===== src/rtl/sign_extend_9x16.sv =====
// Widens an IN_W-bit immediate to OUT_W bits by sign- or zero-extension, with a
// combinational result and a one-cycle registered copy. SE9X16_STATUS_EN adds neg_q/zero_q.
module sign_extend_9x16 #(
  parameter int unsigned IN_W  = 9,
  parameter int unsigned OUT_W = 16
) (
  input  logic             clk,
  input  logic             rst,
  input  logic [IN_W-1:0]  in,
  input  logic             zext,
  input  logic             in_valid,
  output logic [OUT_W-1:0] out,
  output logic [OUT_W-1:0] out_q,
`ifdef SE9X16_STATUS_EN
  output logic             neg_q,
  output logic             zero_q,
`endif
  output logic             out_valid
);

  logic [OUT_W-1:0] w_out;
  logic [OUT_W-1:0] r_out_q;
  logic             r_valid;

  generate
    if (IN_W < 2 || OUT_W < IN_W) begin : g_bad_params
      $error("sign_extend_9x16: illegal IN_W/OUT_W combination");
    end

    if (OUT_W > IN_W) begin : g_ext
      logic [OUT_W-IN_W-1:0] w_fill;
      assign w_fill = zext ? '0 : {(OUT_W-IN_W){in[IN_W-1]}};
      assign w_out  = {w_fill, in};
    end else begin : g_pass
      // Equal widths leave no extension bits, so zext is intentionally ignored.
      logic w_zext_unused;
      assign w_zext_unused = zext;
      assign w_out         = in;
    end
  endgenerate

  always_ff @(posedge clk) begin
    if (rst) begin
      r_out_q <= '0;
      r_valid <= 1'b0;
    end else begin
      r_valid <= in_valid;
      if (in_valid) begin
        r_out_q <= w_out;
      end
    end
  end

`ifdef SE9X16_STATUS_EN
  logic r_neg_q;
  logic r_zero_q;

  always_ff @(posedge clk) begin
    if (rst) begin
      r_neg_q  <= 1'b0;
      r_zero_q <= 1'b0;
    end else if (in_valid) begin
      r_neg_q  <= w_out[OUT_W-1];
      r_zero_q <= (w_out == '0);
    end
  end

  assign neg_q  = r_neg_q;
  assign zero_q = r_zero_q;
`endif

  assign out       = w_out;
  assign out_q     = r_out_q;
  assign out_valid = r_valid;

endmodule


===== config.mk =====
export PLATFORM = sky130hd
export DESIGN_NAME = sign_extend_9x16
export DESIGN_NICKNAME = d
export VERILOG_FILES = /design/src/rtl/sign_extend_9x16.sv
export SDC_FILE = /design/constraint.sdc
export NUM_CORES = 1
export LEC_CHECK = 0
export CAP_MARGIN = 20
export CORE_MARGIN = 2
export CORE_UTILIZATION = 33
export DETAILED_ROUTE_END_ITERATION = 10
export PLACE_DENSITY = 0.82
export RECOVER_POWER = 50
export SLEW_MARGIN = 10
export SYNTH_ARGS = -nofsm -noshare
export SYNTH_HDL_FRONTEND = slang
export SYNTH_SLANG_ARGS = --single-unit

===== constraint.sdc =====
create_clock -name clk -period 1.6 [get_ports clk]
set_input_delay 0.16 -clock clk [delete_from_list [all_inputs] [get_ports clk]]
set_output_delay 0.16 -clock clk [all_outputs]
set_load 0.01 [all_outputs]

Word-level counts from Yosys, hierarchy flattened --
Index checks and enable logic that the tools add are counted.
Storage, ports and cells: register bits after elaboration 17
Operators by class: mux-type cells 1
Operator list (number):
- $mux 7 | 1

Depth between registers and ports, before layout --
Gate-level depths: netlist of run 1.
depth in word-level cells 1, mapped depth 3

Worst setup path before layout of run 1 --
Ideal clock, no wire load.
kind input-to-output, start point in in[8], end point out out[10], arrival time 799 ps, data required time 1440 ps, path buffers 1, stages on the path 2, path slack 641 ps, cell sequence nor2b_1 buf_4
Between the ends: longest elaborated chain between the ends 1
Ends and longest elaborated chain:
- start: declaration | line 9 | input logic [IN_W-1:0] in,
- $mux 7 | line 32 | assign w_fill = zext ? '0 : {(OUT_W-IN_W){in[IN_W-1]}};
- end: declaration | line 12 | output logic [OUT_W-1:0] out,
No other way between the ends.

==> reports/metrics.csv, run 1 <==
stage,metric,value,unit
route,dr.first_iter.drc_count,2,
sta,slew_headroom,80.6,%
global_route,grt_first_pass_wirelength,1790,µm
setup_path,crit_slowest_cell,clkdlybuf4s50_1,
clock_tree,cts.sinks,11,
sta,slew_viol_final,0,
sta,worst_hold_slack,0.499,ns
setup_path,rr_worst_depth,2,
setup_path,crit_path_cell_trace,clkdlybuf4s50_1,
global_route,grt_pass1_vias,396,
route,avgRoutedWirePerCell,11.3,µm
synth,avgSynthCellArea,9.92,µm²
route,drc_errors,0,
clock_tree,ctsHoldBuffers,0,
route,ant_nets,0,
die,coreArea,1540,µm²
sta,hold_viol,0,
setup_path,rr_startpoint,out_q[14],
power_and_ir_drop,p_leak,0.419,nW
synth,synthXorXnorAreaFrac,0,%
hold_path,whs_path_depth,2,
setup_path,worst_ep_arrival_time,1.27,ns
hold_path,min_path_type,reg2reg,
sta,worst_pin_slew,0.290,ns
synth,synth_cell_types,9,
sta,rsz0062_at_grt,no,
setup_path,max_stage_delay,0.58,ns
hold_path,hp-start,out_q[3],
synth,synth_fa_ha_area_share,0,%
sta,fmaxAchievable,697,MHz
synth,ys_seq_area_share,39.6,%
power_and_ir_drop,pwr-share-seq,45.4,%
sta,post-route-period-util,89.6,%
placed_design,gp_congestion,0.623,
sta,fin_crit,1.43,ns
clock_tree,clk_latency,0.26,ns
power_and_ir_drop,p_sw,165,µW
route,avgViaCountPerCell,4.27,
route,num_vias,440,
sta,setup_viol,0,
global_route,use_met3,5.60,%
route,dr.pass1.iters,3,
power_and_ir_drop,clkPwrFrac,29.0,%
synth,synth_area,556,µm²
die,initial_core_util,36.0,%
layout,diodes,0,
die,die_y,45.0,µm
synth,ys_ff_latch,11,
layout,layout_common_cells,"clkdlybuf4s50_1 (26), dlygate4sd3_1 (12), dfxtp_1 (11)",
power_and_ir_drop,powerDensity,730,nW/µm²
placed_design,port_buffers,45,
power_and_ir_drop,power_frac_comb,25.5,%
power_and_ir_drop,swShare,25.3,%
clock_tree,cts_made_buffers,3,
setup_path,cp.required,1.44,ns
global_route,grt_antenna_before_repair,0,
clock_tree,cts_tree,built,
synth,synth_compound_area_share,1.35,%
setup_path,path_buf_inv,1,
synth,syn_inst,56,
global_route,grt_usage,12.6,%
die,fp.dieW,45.0,µm
setup_path,worst_setup_path_end_kind,primary output,
setup_path,r2r_end,out_q[14],
die,rows,14,
layout,drive_above_1_share,8.05,%
run_status,outcome,"finished, final reports clean",
synth,ys_warn_count,0,
clock_tree,cts_setup_buffers,0,
synth,synth_nets,69,
sta,skew,0,ns
global_route,grt_max_degree,9,
synth,synthMuxAreaShare,16.2,%
sta,tns,0,ns
power_and_ir_drop,p_total,653,µW
synth,yosys.area_share.simple,11.0,%
clock_tree,clkTransAtPathRegs,0.07,ns
route,drt-total-wl,1170,µm
clock_tree,ctsHtreeMaxLevel,1,
die,design.die.area,2030,µm²
setup_path,reg2reg_slack,0.82,ns
clock_tree,cts_root_buf,clkbuf_4,
layout,final_common_cell,clkdlybuf4s50_1,
global_route,globalRouteMet1Util,13.3,%
placed_design,dp_hpwl,897,µm
power_and_ir_drop,intPower,488,µW
global_route,top_usage_layer,met2,
setup_path,cp_max_fo,8,
setup_path,cp_top_family,buffers and inverters,
job,maxCapViolCount,0,
synth,synth_top_family_by_area,buffers and inverters,
global_route,met2_usage,21.4,%
clock_tree,clk_path_buf_depth,2,
layout,layout.nets,101,
setup_path,crit_type,reg2out,
layout,area_growth_syn_to_layout,61.0,%
global_route,grt_overflow,0,
hold_path,hold_end,out_q[3],
power_and_ir_drop,ir_drop,0.437,mV
die,ios,46,
setup_path,start_kind,register,
[metrics by stage]
step | std cells | cell area (µm²) | util [%] | setup WS [ns]
floorplan | 56 | 556 | - | 0.641
global placement | 99 | 887 | 57.5 | 0.0181
detailed placement | 99 | 887 | 57.5 | -0.0156
CTS | 103 | 905 | 58.7 | 0.131
global route | 103 | 895 | 58.0 | 0.0798
finish | 103 | 895 | 58.0 | 0.166
[Yosys cell counts]
cell type,instances,area [µm²]
nor2b_1,1,6.26
a21o_1,1,7.51
mux2i_1,9,90.1
nor2b_2,1,8.76
buf_4,22,165
nor3b_2,1,12.5
buf_6,1,11.3
dfxtp_1,11,220
nor2_1,9,33.8
[cells by family (layout without fill, tap and decap cells)]
logic type	count (synthesis)	in the layout
simple gates	12	12
compound gates	1	1
mux	9	9
flops	11	11
buf+inv	23	54
[power groups by stage]
stage,Clock (mW),Combinational (mW),Sequential [mW]
6_report,0.190,0.167,0.297
5_1_grt,0.218,0.179,0.299
4_1_cts,0.205,0.178,0.298
3_5_place_dp,0,0.184,0.304
3_3_place_gp,0,0.182,0.303
2_1_floorplan,0,0.0858,0.311
[registers in the layout, indices dropped and copies added, names as in the netlist]
name	count
out_q	10
out_valid	1
[worst max path at each step]
stage          startpoint         to  slack, ns  depth (start not counted)
3_5_place_dp        in[8]    out[14]      -0.02                          4
6_report        out_q[14]  out_q[12]       0.17                          1
2_1_floorplan       in[8]    out[10]       0.64                          2
4_1_cts         out_q[14]  out_q[12]       0.13                          1
5_1_grt         out_q[14]  out_q[10]       0.08                          1
3_3_place_gp        in[8]    out[12]       0.02                          4
[per-layer routing]
layer / part of all wire (%) / up-vias / routed length, µm
met3: 11 / 0 / 126
li1: - / 221 / -
met5: 0 / - / 0
met2: 47 / 28 / 545
met1: 42 / 191 / 492
met4: 0 / 0 / 0
[what timing repair did]
item                                    CTS  global route
hold endpoints to repair                  0             0
endpoints found under the setup margin    7             0
resized for setup                         7             0
[tightest hold or removal path, stage by stage, from the launching register on]
cell	delay (ns)
dfxtp_1	0.32
mux2i_1	0.06
nor2_1	0.08
[final cells by class]
| cell class | count | area [µm²] |
|---|---|---|
| multi-input cells | 22 | 156 |
| repair buffers | 50 | 472 |
| flip-flops and latches | 11 | 220 |
| well taps | 16 | 20.0 |
| fillers | 149 | 647 |
| clock buffers | 4 | 26.3 |
Note: power is estimated with default switching activity, not from simulation.
==> run 2: changes to the inputs <==
--- a/config.mk
+++ b/config.mk
@@ -9,6 +9,7 @@
 export CORE_MARGIN = 2
 export CORE_UTILIZATION = 33
 export DETAILED_ROUTE_END_ITERATION = 10
+export GPL_TIMING_DRIVEN = 0
 export PLACE_DENSITY = 0.82
 export RECOVER_POWER = 50
 export SLEW_MARGIN = 10
==> run 2 against run 1 <==
Net effect:
- register-to-register slack about the same
- largest power group unchanged
- power up 5.4%
- highest routed layer unchanged
- non-clock buffer count up 21
==> reports/metrics.csv, run 2 (same netlist as run 1, synthesis figures left out) <==
stage,metric,value,unit,change
sta,tns,0,ns,unchanged
clock_tree,cts.sinks,11,,unchanged
setup_path,start_kind,input pin,,
global_route,grt_max_degree,11,,+2
die,fp.dieW,45.0,µm,unchanged
setup_path,worst_ep_arrival_time,1.35,ns,+0.08 ns
layout,layout.nets,122,,+21%
die,coreArea,1540,µm²,unchanged
sta,fin_crit,1.51,ns,+0.0763 ns
sta,worst_pin_slew,0.663,ns,+0.373 ns
clock_tree,cts_root_buf,clkbuf_4,,
route,dr.first_iter.drc_count,3,,+1
global_route,grt_usage,12.8,%,+0.21 points
setup_path,path_buf_inv,4,,+3
clock_tree,clk_latency,0.27,ns,about the same
layout,final_common_cell,clkdlybuf4s50_1,,
die,ios,46,,unchanged
route,drc_errors,0,,unchanged
layout,stdcell_count,124,,+20%
sta,rsz0062_at_grt,no,,
power_and_ir_drop,powerDensity,647,nW/µm²,-11%
sta,fmaxAchievable,662,MHz,-5.1%
die,die_y,45.0,µm,unchanged
clock_tree,cts_tree,built,,
layout,nFillCells,131,,-12%
layout,drive_above_1_share,27.8,%,+20 points
sta,hold_viol,0,,unchanged
route,met2WireLength,629,µm,+15%
sta,slew_headroom,55.8,%,-25 points
sta,post-route-period-util,94.4,%,+4.8 points
route,highest_layer,met3,,
sta,worst_slack,0.0898,ns,-0.0763 ns
sta,setup_viol,0,,unchanged
clock_tree,ctsHoldBuffers,0,,unchanged
placed_design,gp_congestion,0.599,,-3.9%
setup_path,cp_max_fo,6,,-2
job,maxCapViolCount,0,,unchanged
hold_path,min_path_type,in2reg,,
clock_tree,clkTransAtPathRegs,0.07,ns,about the same
sta,skew,0,ns,unchanged
setup_path,crit_slowest_cell,clkdlybuf4s50_1,,
setup_path,max_stage_delay,0.50,ns,-0.08 ns
route,avgRoutedWirePerCell,10.1,µm,-10%
global_route,grt_overflow,0,,unchanged
placed_design,numPlacedInstances,117,,+18%
die,initial_core_util,36.0,%,unchanged
layout,area_growth_syn_to_layout,91.7,%,
global_route,grt_antenna_before_repair,0,,unchanged
power_and_ir_drop,p_total,689,µW,+5.4%
placed_design,port_buffers,45,,unchanged
setup_path,cp.required,1.44,ns,about the same
power_and_ir_drop,ir_drop,0.512,mV,+17%
placed_design,dp_hpwl,1020,µm,+13%
sta,slew_viol_final,0,,unchanged
clock_tree,ctsHtreeMaxLevel,1,,unchanged
route,drt-total-wl,1260,µm,+7.8%
route,dr.pass1.iters,3,,unchanged
setup_path,crit_type,in2out,,
setup_path,crit_top_cell,buf_4,,
die,design.die.area,2030,µm²,unchanged
layout,final_core_util,69.1,%,+11 points
power_and_ir_drop,p_leak,0.544,nW,+30%
route,num_vias,514,,+17%
global_route,grt_first_pass_wirelength,1840,µm,+3.1%
route,ant_nets,0,,unchanged
route,wl_met3,139,µm,+10%
die,rows,14,,unchanged
run_status,outcome,"finished, final reports clean",,
global_route,grt_pass1_vias,428,,+8.1%
route,wl_met1,487,µm,-1.0%
layout,largest_reg_flops,10,,unchanged
placed_design,pre_cts_ws,-0.379,ns,-0.363 ns
setup_path,worst_setup_path_end_kind,primary output,,
clock_tree,cts_made_buffers,3,,unchanged
layout,layout_common_cells,"clkdlybuf4s50_1 (28), buf_4 (25), dlygate4sd3_1 (10), dfxtp_1 (10)",,
clock_tree,clk_path_buf_depth,2,,unchanged
route,avgViaCountPerCell,4.15,,-3.0%
setup_path,cp_top_family,buffers and inverters,,
layout,diodes,0,,unchanged
setup_path,crit_path_cell_trace,"clkdlybuf4s50_1, nor2b_4, buf_4, buf_4, dlygate4sd2_1",,
run 2: cell count changes in the layout (fill, tap and decap cells not counted), moves of 2 or more:
cell | previous run | this run
dlygate4sd3_1 | 12 | 10
dlygate4sd2_1 | 7 | 5
clkdlybuf4s50_1 | 26 | 28
buf_4 | 3 | 25
run 2: repair_timing:
item                                    CTS  global route
buffers inserted                          3             0
pin swaps                                 0             0
endpoints found under the setup margin    7             5
resized for setup                         8             3
run 2: worst register-to-register path, delay by kind of cell, from the launching register on:
kind	cells	cell delay [ns]
AND/OR/NAND/NOR	1	0.15
flip-flops	1	0.35
AO/OA/AOI/OAI	1	0.18
run 2: path summary, 6_finish.rpt:
path              from         to  slack [ns]  depth (start not counted)
min reg2reg   out_q[5]   out_q[5]        0.49                          2
max              in[8]    out[14]        0.09                          5
min                rst  out_valid        0.47                          2
max reg2reg  out_q[14]  out_q[14]        0.82                          2
run 2: final cells by class:
| cell class | count | area (µm²) | area share (%) |
|---|---|---|---|
| buffer | 23 | 169 | 15.9 |
| clock buffer | 4 | 26.3 | 2.47 |
| timing repair buffer | 48 | 469 | 44.1 |
| multi-input combinational | 22 | 159 | 14.9 |
| tap | 16 | 20.0 | 1.88 |
| sequential | 11 | 221 | 20.8 |
run 2: metrics by stage:
step | cell area (µm²) | hold WS [ns]
global route | 1060 | 0.471
finish | 1060 | 0.470
CTS | 1070 | 0.469
floorplan | 556 | 0.232
detailed placement | 1030 | 0.484
global placement | 1030 | 0.474
run 2: where the power goes:
part	total (mW)	switching, mW	internal (mW)
Combinational	0.206	0.0708	0.135
Sequential	0.298	0.00791	0.290
Clock	0.185	0.0885	0.0963
run 2: routing by layer:
metal / track usage, % / vias up
li1: - / 264
met1: 15.0 / 222
met2: 20.3 / 28
met3: 4.40 / 0
met4: 7.06 / 0
met5: 0 / -
==> run 3: changes to the inputs <==
--- a/config.mk
+++ b/config.mk
@@ -9,7 +9,7 @@
 export CORE_MARGIN = 2
 export CORE_UTILIZATION = 33
 export DETAILED_ROUTE_END_ITERATION = 10
-export GPL_TIMING_DRIVEN = 0
+export GPL_TIMING_DRIVEN = 1
 export PLACE_DENSITY = 0.82
 export RECOVER_POWER = 50
 export SLEW_MARGIN = 10
==> results of run 3 <==
Same layout as run 1: the final DEF is identical, and so are final timing and power.
